$ cat src/rtl/ctrl_50mhz_pkg.sv
// Shared defaults and packet-state type for the ctrl_50mhz serial-to-FIFO packet controller.
package ctrl_50mhz_pkg;

  localparam logic [7:0] HDR_A_DEF         = 8'hA5;
  localparam logic [7:0] HDR_B_DEF         = 8'hC3;
  localparam int         BYTES_PER_PKT_DEF = 4;

  typedef enum logic {
    HDR_WAIT = 1'b0,
    DATA     = 1'b1
  } pkt_state_e;

endpackage

$ cat src/rtl/ctrl_50mhz_ser2byte.sv
// Serial-to-byte deserializer: MSB-first shift register with a bit counter that
// restarts whenever data_ena drops, so partial bytes never complete.
module ser2byte (
  input  logic       clk,
  input  logic       reset_n,
  input  logic       serial_data,
  input  logic       data_ena,
  output logic [7:0] byte_o,
  output logic       byte_done_o
);

  logic [7:0] shreg_q, shreg_d;
  logic [2:0] cnt_q, cnt_d;

  always_comb begin
    shreg_d = shreg_q;
    cnt_d   = 3'd0;
    if (data_ena) begin
      shreg_d = {shreg_q[6:0], serial_data};
      cnt_d   = cnt_q + 3'd1;
    end
  end

  always_ff @(posedge clk or negedge reset_n) begin
    if (!reset_n) begin
      shreg_q <= 8'h00;
      cnt_q   <= 3'd0;
    end else begin
      shreg_q <= shreg_d;
      cnt_q   <= cnt_d;
    end
  end

  // The completed byte includes the bit being sampled on this edge.
  assign byte_o      = shreg_d;
  assign byte_done_o = data_ena && (cnt_q == 3'd7);

endmodule

$ cat src/rtl/ctrl_50mhz.sv
// Packet controller: waits for a header byte, then forwards BYTES_PER_PKT data bytes to a FIFO.
// Optional sticky overflow flag on dropped bytes is built when CTRL_50MHZ_OVF_EN is defined.
module ctrl_50mhz
  import ctrl_50mhz_pkg::*;
#(
  parameter logic [7:0] HDR_A         = HDR_A_DEF,
  parameter logic [7:0] HDR_B         = HDR_B_DEF,
  parameter int         BYTES_PER_PKT = BYTES_PER_PKT_DEF
) (
  input  logic       clk,
  input  logic       reset_n,
  input  logic       serial_data,
  input  logic       data_ena,
  input  logic       fifo_full,
  output logic [7:0] fifo_data,
  output logic       wr_fifo
`ifdef CTRL_50MHZ_OVF_EN
  ,
  output logic       ovf
`endif
);

  localparam logic [2:0] LAST_IDX = 3'(BYTES_PER_PKT - 1);

  logic [7:0] byte_w;
  logic       byte_done_w;

  pkt_state_e state_q;
  logic [2:0] byte_cnt_q;
  logic [7:0] fifo_data_q;
  logic       wr_fifo_q;
`ifdef CTRL_50MHZ_OVF_EN
  logic       ovf_q;
`endif

  ser2byte u_ser2byte (
    .clk         (clk),
    .reset_n     (reset_n),
    .serial_data (serial_data),
    .data_ena    (data_ena),
    .byte_o      (byte_w),
    .byte_done_o (byte_done_w)
  );

  always_ff @(posedge clk or negedge reset_n) begin
    if (!reset_n) begin
      state_q     <= HDR_WAIT;
      byte_cnt_q  <= 3'd0;
      fifo_data_q <= 8'h00;
      wr_fifo_q   <= 1'b0;
`ifdef CTRL_50MHZ_OVF_EN
      ovf_q       <= 1'b0;
`endif
    end else begin
      wr_fifo_q <= 1'b0;
      if (byte_done_w) begin
        case (state_q)
          HDR_WAIT: begin
            if ((byte_w == HDR_A) || (byte_w == HDR_B)) begin
              state_q    <= DATA;
              byte_cnt_q <= 3'd0;
            end
          end
          DATA: begin
            // Dropped bytes still advance the count to keep packet alignment.
            if (byte_cnt_q == LAST_IDX) begin
              state_q    <= HDR_WAIT;
              byte_cnt_q <= 3'd0;
            end else begin
              byte_cnt_q <= byte_cnt_q + 3'd1;
            end
            if (!fifo_full) begin
              wr_fifo_q   <= 1'b1;
              fifo_data_q <= byte_w;
            end
`ifdef CTRL_50MHZ_OVF_EN
            else begin
              ovf_q <= 1'b1;
            end
`endif
          end
          default: state_q <= HDR_WAIT;
        endcase
      end
    end
  end

  assign fifo_data = fifo_data_q;
  assign wr_fifo   = wr_fifo_q;
`ifdef CTRL_50MHZ_OVF_EN
  assign ovf       = ovf_q;
`endif

endmodule

$ cat config.mk
export PLATFORM = sky130hd
export DESIGN_NAME = ctrl_50mhz
export DESIGN_NICKNAME = d
export VERILOG_FILES = /design/src/rtl/ctrl_50mhz_pkg.sv /design/src/rtl/ctrl_50mhz_ser2byte.sv /design/src/rtl/ctrl_50mhz.sv
export SDC_FILE = /design/constraint.sdc
export NUM_CORES = 1
export LEC_CHECK = 0
export BUFFER_PORTS_ARGS = -buffer_cell sky130_fd_sc_hd__buf_2
export CORE_ASPECT_RATIO = 1.2
export CORE_MARGIN = 5
export CORE_UTILIZATION = 55
export CTS_CLUSTER_DIAMETER = 200
export DETAILED_ROUTE_END_ITERATION = 8
export HOLD_SLACK_MARGIN = 0.05
export PLACE_DENSITY = 0.86
export REMOVE_ABC_BUFFERS = 1
export SLEW_MARGIN = 20
export SYNTH_ARGS = -nofsm -noshare
export SYNTH_HDL_FRONTEND = slang
export SYNTH_HIERARCHICAL = 1
export SYNTH_SLANG_ARGS = --single-unit
$ cat constraint.sdc
create_clock -name clk -period 1.85 [get_ports clk]
set_input_delay 0 -clock clk [delete_from_list [all_inputs] [get_ports clk]]
set_output_delay 0 -clock clk [all_outputs]
set_load 0.01 [all_outputs]
==> impl_metrics.toml, run 1 <==
[worst_setup_path]
startpoint_type = "flip-flop"
cpPeakStageDelay_ps = 410
worst_path_max_delay_cell = "dfrtp_1"
worstReg2RegEnd = "fifo_data[7]$_DFFE_PN0P_"
path_class = "reg -> reg"
arrival_ps = 1950
r2r_slack_ps = 100
path_cells = "ha_1 -> ha_1 -> and2_1 -> nand2_1 -> or2_1 -> buf_12 -> mux2_4"
cp_common_cell = "ha_1"
crit_required_ps = 2050
end_kind = "flip-flop"
r2r_cells = 7
timing.rr.start = "u_ser2byte/cnt_q[0]$_DFF_PN0_"
path_max_fanout = 9

[synthesis]
ys.warnings.count = 6
yosys_register_bits = 24
avgSynthCellArea_um2 = 14.8
yosys.area.top_type_share_pct = 56.3
synth.area.top_cells = "dfrtp_1 (56%), mux2_4 (20%), ha_1 (3.5%)"
synth_ff_type = "dfrtp_1"
synth_commonest_cells = "dfrtp_1 (24), mux2_4 (14), inv_1 (4)"
yosys.area.top_type = "dfrtp_1"
syn_area_um2 = 1070
syn_inst = 72
synth-edff-count = 0
ys_seq_area_share_pct = 56.3
synth.distinct_cells = 20
yosysMostFrequentCell = "dfrtp_1"
postSynth.asyncResetShare_pct = 100

[final_layout]
multi_input_area_um2 = 429
design_area_um2 = 1200
final-seq-area_um2 = 601
nNetsFinal = 99
area_growth_pct = 12.1
fin_cells = 108
antenna_cells = 0
fillers = 127
drive_above_1_share_pct = 39.3

[place]
numPlacedInstances = 103
io_buffers = 13
gp_congestion = 0.868
dpl.hpwl_um = 1390
placed_area_um2 = 1150

[global_route]
grt_pass1_vias = 670
grt_max_degree = 25
grt_remaining_overflow = 0
grtUsageTotal_pct = 14.5
grt_pass1_wl_um = 3230
antenna_found_initial = 0

[clock_network]
ctsResizeCount = 0
clockBufferDepth = 2
cts_buffers = 3
root_buffer = "clkbuf_4"
cts_hold_buffers = 2
cts_max_level = 1
clock_sinks = 24
clk_latency_ps = 300
postCtsSetupBuffers = 0
cts_tree = "built"
clk_pin_slew_worst_paths_ps = 120

[power_and_ir_drop]
leakage_nw = 0.663
power.density_nw_per_um2 = 812
ir_worst_vdd_uv = 493

[die]
ios = 14
fp-row-count = 17
fp.dieW_um = 50.2
core_area_um2 = 1850
die_height_um = 58.3
dieArea_um2 = 2920
start_util_pct = 57.7

[routing]
firstDrtPassIters = 4
num_vias = 621
via_per_inst = 5.75
post_drt_wl_per_cell_um = 16.9
first_iter_violations = 7
wl_um = 1820
postRouteAntennaNets = 0
drc_errors = 0

[sta]
max_freq_mhz = 571
min_period_ps = 1750
fin_crit_sh_pct = 94.6
finalSetupTns_ps = 0
relSlewSlack_pct = 66.4
hold_violations = 0
hold_ws_ps = 97.7
finalSetupViolCount = 0
skew_ps = 1.57
tightest_slew_ps = 504
slew_violations = 0
rsz0062_at_grt = "no"

[outcome]
status = "finished, final reports clean"

[min_path]
hold_class = "in -> reg"
hold_start = "data_ena"
holdPathEnd = "u_ser2byte/cnt_q[0]$_DFF_PN0_"
hold_depth = 2

[flow_run]
max-cap-violations = 0
[layout by cell type, fill, tap and decap left out]
master          n
nor2b_1         1
mux2_2          2
nand3_1         1
nand2b_1        2
nand4_1         2
and4bb_2        2
inv_1           4
o211a_1         1
clkbuf_4        3
ha_1            3
and2_1          3
nand2_1         3
or2_1           1
mux2_4         14
buf_2          13
o21ai_0         2
nor2_1          1
o2111a_1        1
o2111ai_1       1
dlygate4sd3_1   2
buf_12          1
o311ai_1        2
dfrtp_1        24
[critical path, delay by kind of cell (launching register included)]
family / cells / cell delay, ps
flops: 1 / 410
mux: 1 / 300
buf+inv: 1 / 150
fa+ha+maj: 2 / 370
simple gates: 3 / 430
[worst max-delay path by stage]
stage                                        startpoint                        to  cells past startpoint
after floorplan           u_ser2byte/cnt_q[0]$_DFF_PN0_  fifo_data[0]$_DFFE_PN0P_                      6
after global placement    u_ser2byte/cnt_q[0]$_DFF_PN0_  fifo_data[0]$_DFFE_PN0P_                      7
after detailed placement  u_ser2byte/cnt_q[0]$_DFF_PN0_  fifo_data[7]$_DFFE_PN0P_                      7
after CTS                 u_ser2byte/cnt_q[0]$_DFF_PN0_  fifo_data[7]$_DFFE_PN0P_                      7
after global routing      u_ser2byte/cnt_q[0]$_DFF_PN0_  fifo_data[7]$_DFFE_PN0P_                      7
final                     u_ser2byte/cnt_q[0]$_DFF_PN0_  fifo_data[7]$_DFFE_PN0P_                      7
[sequential cells by signal, indices dropped and copies added, names as in the netlist]
signal,cells
byte_cnt_q,3
fifo_data,8
state_q,1
u_ser2byte/cnt_q,3
u_ser2byte/shreg_q,8
wr_fifo,1
[power breakdown]
part           switching (mW)  total, mW  internal [mW]
Clock                   0.140      0.216         0.0760
Sequential             0.0251      0.601          0.576
Combinational          0.0744      0.155         0.0801
[stage by stage]
stage / utilization (%) / total power, mW / worst slack [ps]
detailed placement: 62.3 / 0.765 / 118
global placement: 62.3 / 0.754 / 165
finish: 64.6 / 0.972 / 99.5
CTS: 64.6 / 0.986 / 103
global route: 64.6 / 1.04 / 15.4
floorplan: - / 0.711 / 72.7
[final cells by class]
type	instances	share of cell area (%)
flip-flops and latches	24	50.2
well taps	19	1.99
repair buffers	16	8.79
clock buffers	3	1.88
multi-input cells	42	35.9
inverters	4	1.26
[cell families (layout without fill, tap and decap cells)]
family	count (synthesis)	after routing	share of synthesized area [%]
AOI/OAI and AO/OA	7	7	5.39
adders and majority gates	3	3	3.52
buffers and inverters	6	23	3.52
DFF	24	24	56.3
muxes	16	16	21.8
and+or+nand+nor	16	16	9.50
[per-layer routing]
| layer | GRT usage, % | vias to the layer above | wire length [um] |
|---|---|---|---|
| met1 | 17.5 | 314 | 761 |
| met5 | 0 | - | 0 |
| met2 | 24.8 | 12 | 958 |
| li1 | - | 291 | - |
| met3 | 2.57 | 4 | 80 |
| met4 | 6.74 | 0 | 20 |
Note: power is estimated with default switching activity, not from simulation.
==> run 2: changes to the inputs <==
--- a/config.mk
+++ b/config.mk
@@ -8,11 +8,11 @@
 export BUFFER_PORTS_ARGS = -buffer_cell sky130_fd_sc_hd__buf_2
 export CORE_ASPECT_RATIO = 1.2
 export CORE_MARGIN = 5
-export CORE_UTILIZATION = 55
+export CORE_UTILIZATION = 49
 export CTS_CLUSTER_DIAMETER = 200
 export DETAILED_ROUTE_END_ITERATION = 8
 export HOLD_SLACK_MARGIN = 0.05
-export PLACE_DENSITY = 0.86
+export PLACE_DENSITY = 0.81
 export REMOVE_ABC_BUFFERS = 1
 export SLEW_MARGIN = 20
 export SYNTH_ARGS = -nofsm -noshare
==> constraint.sdc (replaced) <==
create_clock -name clk -period 1.5 [get_ports clk]
set_input_delay 0 -clock clk [delete_from_list [all_inputs] [get_ports clk]]
set_output_delay 0 -clock clk [all_outputs]
set_load 0.01 [all_outputs]
==> run 2 against run 1 <==
Against the previous run:
- the run now ends with negative setup slack left
- hold slack got worse by 38 ps
- critical endpoint is now fifo_data[2]$_DFFE_PN0P_
- critical path type unchanged
- worst setup slack got worse by 280 ps
- count of clock-buffer cells in the layout increased by 1
- non-clock buffer count increased by 9
- global-route usage decreased by 0.44 points
- clock power increased by 50%
- wire length increased by 0.55%
==> impl_metrics.toml, run 2 (synthesized netlist as in run 1, its figures left out) <==
[routing]
drc_errors = 0
postRouteAntennaNets = 0
post_drt_wl_per_cell_um = 14.2
wl_um = 1830
first_iter_violations = 3
num_vias = 658
firstDrtPassIters = 2
via_per_inst = 5.10

[power_and_ir_drop]
power.density_nw_per_um2 = 980
leakage_nw = 0.725
ir_worst_vdd_uv = 700

[clock_network]
clockBufferDepth = 2
clk_latency_ps = 300
cts_buffers = 3
clk_pin_slew_worst_paths_ps = 120
root_buffer = "clkbuf_4"
cts_tree = "built"
cts_max_level = 1
clock_sinks = 24

[final_layout]
final_cell_mix = "dfrtp_1 (24), mux2_4 (14), buf_2 (13), buf_4 (8), inv_1 (4)"
antenna_cells = 0
nNetsFinal = 108
mostFrequentLayoutCell = "dfrtp_1"
area_growth_pct = 27.2
final-seq-area_um2 = 601
fin_cells = 129
drive_above_1_share_pct = 53.5
multi_input_area_um2 = 475
fillers = 164

[worst_setup_path]
arrival_ps = 1880
cpPeakStageDelay_ps = 380
startpoint_type = "flip-flop"
end_kind = "flip-flop"
path_class = "reg -> reg"
path_max_fanout = 5
path_cells = "ha_2 -> ha_4 -> and2_4 -> nand2_2 -> or2_4 -> buf_12 -> mux2_4"
worst_path_max_delay_cell = "dfrtp_1"
crit_required_ps = 1700

[sta]
hold_violations = 0
skew_ps = 2.67
tightest_slew_ps = 498
rsz0062_at_grt = "yes"
fin_crit_sh_pct = 112
max_freq_mhz = 596
worst_slack_ps = -177
min_period_ps = 1680
slew_violations = 0
relSlewSlack_pct = 66.8
finalSetupViolCount = 11

[global_route]
grt_remaining_overflow = 0
met2_usage_pct = 25.7
met1_usage_pct = 16.0
grt_max_degree = 25
busiest_layer = "met2"
grt_pass1_vias = 753
antenna_found_initial = 0
grt_use_met3_pct = 2.91
grtUsageTotal_pct = 14.1
grt_pass1_wl_um = 3290

[die]
die_height_um = 61.1
start_util_pct = 51.5
fp-row-count = 18
dieArea_um2 = 3220
core_area_um2 = 2070
fp.dieW_um = 52.6
ios = 14

[flow_run]
max-cap-violations = 0

[place]
pre_cts_ws_ps = -153
dpl.hpwl_um = 1350
numPlacedInstances = 118
gp_congestion = 0.820
io_buffers = 13

[min_path]
hold_class = "in -> reg"

[outcome]
status = "complete, but fails checks"
violations = "negative setup slack"
-- run 2: worst paths after layout --
| kind | to | slack, ps | cells past startpoint | startpoint |
|---|---|---|---|---|
| setup / recovery | fifo_data[2]$_DFFE_PN0P_ | -180 | 7 | u_ser2byte/cnt_q[0]$_DFF_PN0_ |
| hold / removal | u_ser2byte/cnt_q[0]$_DFF_PN0_ | 60 | 2 | data_ena |
| setup reg to reg | fifo_data[2]$_DFFE_PN0P_ | -180 | 7 | u_ser2byte/cnt_q[0]$_DFF_PN0_ |
| hold reg to reg | byte_cnt_q[2]$_DFFE_PN0P_ | 520 | 1 | byte_cnt_q[2]$_DFFE_PN0P_ |
| max in group asynchronous | u_ser2byte/cnt_q[2]$_DFF_PN0_ | 980 | 2 | reset_n |
| min in group asynchronous | fifo_data[6]$_DFFE_PN0P_ | 190 | 2 | reset_n |
-- run 2: repair_timing --
action                                 in CTS  in global routing
hold buffers                                2                  0
cloned                                      1                  0
buffers inserted                            3                  1
endpoints found under the hold margin      25                  0
resized for setup                           8                  4
setup endpoints to repair                  12                 12
pin swaps                                   1                  0
-- run 2: final cells by class --
class                           count  share of cell area (%)
Clock buffer                        4                    2.67
Inverter                            4                    1.11
Multi-Input combinational cell     42                    35.0
Sequential cell                    24                    44.2
Tap cell                           30                    2.76
Timing Repair Buffer               25                    14.2
-- run 2: worst max-delay path: cells and delay by family, from the launching register on --
family        cells  cell delay, ps
simple gates      3             460
flops             1             380
fa+ha+maj         2             310
mux               1             290
buf+inv           1             140
-- run 2: stage by stage --
step | power [mW] | util (%) | cell area (um^2) | hold slack [ps] | TNS (ps)
2_1_floorplan | 0.877 | - | 1040 | -296 | -2240
3_3_place_gp | 0.950 | 57.8 | 1200 | -8.04 | -926
3_5_place_dp | 0.966 | 57.8 | 1200 | -4.09 | -1260
4_1_cts | 1.32 | 64.3 | 1330 | 58.0 | -1450
5_1_grt | 1.40 | 65.5 | 1360 | 68.3 | -2120
6_report | 1.33 | 65.5 | 1360 | 59.3 | -1470
-- run 2: per-layer routing --
metal / part of all wire, % / wire [um] / up-vias
li1: - / - / 311
met1: 41 / 753 / 328
met2: 52 / 948 / 15
met3: 5.3 / 97 / 4
met4: 1.7 / 31 / 0
met5: 0 / 0 / -
-- run 2: report_power, final --
group	internal [mW]	leakage (nW)	switching, mW
sequential	0.710	0.305	0.0343
combinational	0.141	0.399	0.120
clock	0.148	0.0210	0.177
total	0.999	0.725	0.331
==> run 3: changes to the inputs <==
--- a/config.mk
+++ b/config.mk
@@ -11,8 +11,9 @@
 export CORE_UTILIZATION = 49
 export CTS_CLUSTER_DIAMETER = 200
 export DETAILED_ROUTE_END_ITERATION = 8
+export GPL_TIMING_DRIVEN = 1
 export HOLD_SLACK_MARGIN = 0.05
-export PLACE_DENSITY = 0.81
+export PLACE_DENSITY = 0.72
 export REMOVE_ABC_BUFFERS = 1
 export SLEW_MARGIN = 20
 export SYNTH_ARGS = -nofsm -noshare
==> run 3 against run 2 <==
Against the previous run:
- the flow still finishes with violations (negative setup slack)
- clock power rose by 42%
- cell count rose by 1.6%
- global-route usage is 0.25 points higher
- sequential share of layout area shrank 1.0 points
- hold slack better by 41 ps
- first-iteration DRC count is 33% higher
- register-to-register slack is essentially flat
- count of clock-buffer cells in the layout fell by 1
- non-clock buffer count increased by 2
- fmax hardly changed
- critical path type unchanged
- highest routed layer unchanged
==> impl_metrics.toml, run 3 (synthesized netlist as in run 1, its figures left out) <==
[outcome]
status = "complete, but fails checks"
violations = "negative setup slack"

[final_layout]
nNetsFinal = 110
antenna_cells = 0
fin_util_pct = 67.0
final_cell_mix = "dfrtp_1 (24), mux2_4 (14), buf_2 (13), buf_4 (10), inv_1 (4)"
area_growth_pct = 30.1
mostFrequentLayoutCell = "dfrtp_1"
design_area_um2 = 1390
fillers = 167
drive_above_1_share_pct = 55.4

[place]
io_buffers = 13
placed_area_um2 = 1230
dpl.hpwl_um = 1390
gp_congestion = 0.717

[sta]
hold_ws_ps = 99.9
tightest_slew_ps = 521
min_period_ps = 1680
skew_ps = 2.09
max_freq_mhz = 597
finalSetupViolCount = 10
worst_slack_ps = -176
slew_violations = 0
hold_violations = 0
relSlewSlack_pct = 65.3
rsz0062_at_grt = "yes"
fin_crit_sh_pct = 112

[clock_network]
clock_sinks = 24
clockBufferDepth = 2
cts_max_level = 1
cts_tree = "built"
clk_pin_slew_worst_paths_ps = 130
root_buffer = "clkbuf_4"
cts_buffers = 3
clk_latency_ps = 310

[global_route]
antenna_found_initial = 0
grt_pass1_vias = 707
grt_remaining_overflow = 0
grt_pass1_wl_um = 3330
grt_max_degree = 25
grtUsageTotal_pct = 14.4

[die]
dieArea_um2 = 3220
die_height_um = 61.1
core_area_um2 = 2070
ios = 14
start_util_pct = 51.5
fp-row-count = 18
fp.dieW_um = 52.6

[routing]
first_iter_violations = 4
drc_errors = 0
wl_um = 2040
via_per_inst = 5.08
firstDrtPassIters = 3
postRouteAntennaNets = 0
num_vias = 666
post_drt_wl_per_cell_um = 15.6

[power_and_ir_drop]
p_sw_share_pct = 23.1
power.density_nw_per_um2 = 1060
power.internal_mw = 1.13
seq_power_share_pct = 50.6
power.share.clock_pct = 31.6
combPwrFrac_pct = 17.8
leakage_nw = 0.741
power.net_switching_mw = 0.339
ir_worst_vdd_uv = 628
total_power_mw = 1.47

[worst_setup_path]
path_cells = "ha_2 -> ha_4 -> and2_4 -> nand2_2 -> or2_4 -> buf_12 -> mux2_4"
worst_path_max_delay_cell = "dfrtp_1"
crit_family = "simple AND/OR/NAND/NOR gates"
end_kind = "flip-flop"
path_max_fanout = 5
arrival_ps = 1880
cpPeakStageDelay_ps = 380
path_buf_inv = 1
startpoint_type = "flip-flop"
crit_required_ps = 1710
path_class = "reg -> reg"

[flow_run]
max-cap-violations = 0

[min_path]
hold_class = "in -> reg"
-- run 3: changes by cell type in the layout (fill, tap and decap cells not counted), sizes merged --
cell and delta:
buf +2, bufinv +1, clkbuf -1
-- run 3: power groups by stage --
| stage | Combinational [mW] | Clock [mW] | Sequential [mW] |
|---|---|---|---|
| after global routing | 0.290 | 0.505 | 0.748 |
| after global placement | 0.237 | 0 | 0.751 |
| after CTS | 0.249 | 0.471 | 0.741 |
| after detailed placement | 0.244 | 0 | 0.753 |
| final | 0.261 | 0.463 | 0.742 |
| after floorplan | 0.134 | 0 | 0.743 |
-- run 3: metrics by stage --
stage               worst slack [ps]  cells  setup TNS, ps
finish                          -176    131          -1410
global route                    -211    131          -1870
CTS                             -173    130          -1340
detailed placement              -155    123          -1160
global placement                -118    123           -929
floorplan                       -277     70          -2240
-- run 3: timing repair --
action | CTS | global route
hold buffers | 2 | 0
setup endpoints to repair | 10 | 12
buffers inserted | 0 | 1
pin swaps | 0 | 1
hold endpoints to repair | 25 | 0
gates resized for setup | 4 | 7
gates cloned | 1 | 0
-- run 3: layout make-up --
| class | count | area, um^2 | share of cell area (%) |
|---|---|---|---|
| sequential | 24 | 601 | 43.2 |
| multi-input combinational | 42 | 475 | 34.2 |
| timing repair buffer | 27 | 208 | 15.0 |
| tap | 30 | 37.5 | 2.70 |
| clock inverter | 1 | 30.0 | 2.16 |
| clock buffer | 3 | 22.5 | 1.62 |
| inverter | 4 | 15.0 | 1.08 |
-- run 3: worst paths after layout --
kind | from | end | slack, ps | cells past startpoint
worst min register to register | byte_cnt_q[2]$_DFFE_PN0P_ | byte_cnt_q[2]$_DFFE_PN0P_ | 520 | 1
worst min-delay path | fifo_full | wr_fifo$_DFF_PN0_ | 100 | 4
worst max-delay path | u_ser2byte/cnt_q[0]$_DFF_PN0_ | fifo_data[2]$_DFFE_PN0P_ | -180 | 7
max in group asynchronous | reset_n | state_q$_DFFE_PN0P_ | 960 | 2
min in group asynchronous | reset_n | u_ser2byte/shreg_q[6]$_DFF_PN0_ | 190 | 2
worst max register to register | u_ser2byte/cnt_q[0]$_DFF_PN0_ | fifo_data[2]$_DFFE_PN0P_ | -180 | 7
-- run 3: tightest hold or removal path, cell delays in order --
cell	delay (ps)
buf_2	80
or2_4	150
buf_16	120
inv_1	40
-- run 3: metal layers --
layer  share of wire (%)  track usage [%]  vias to the layer above
met5                   0                0                        -
met4                 1.1             5.47                        0
met3                 3.5             2.18                        2
met2                  52             25.0                       10
met1                  44             18.0                      339
li1                    -                -                      315
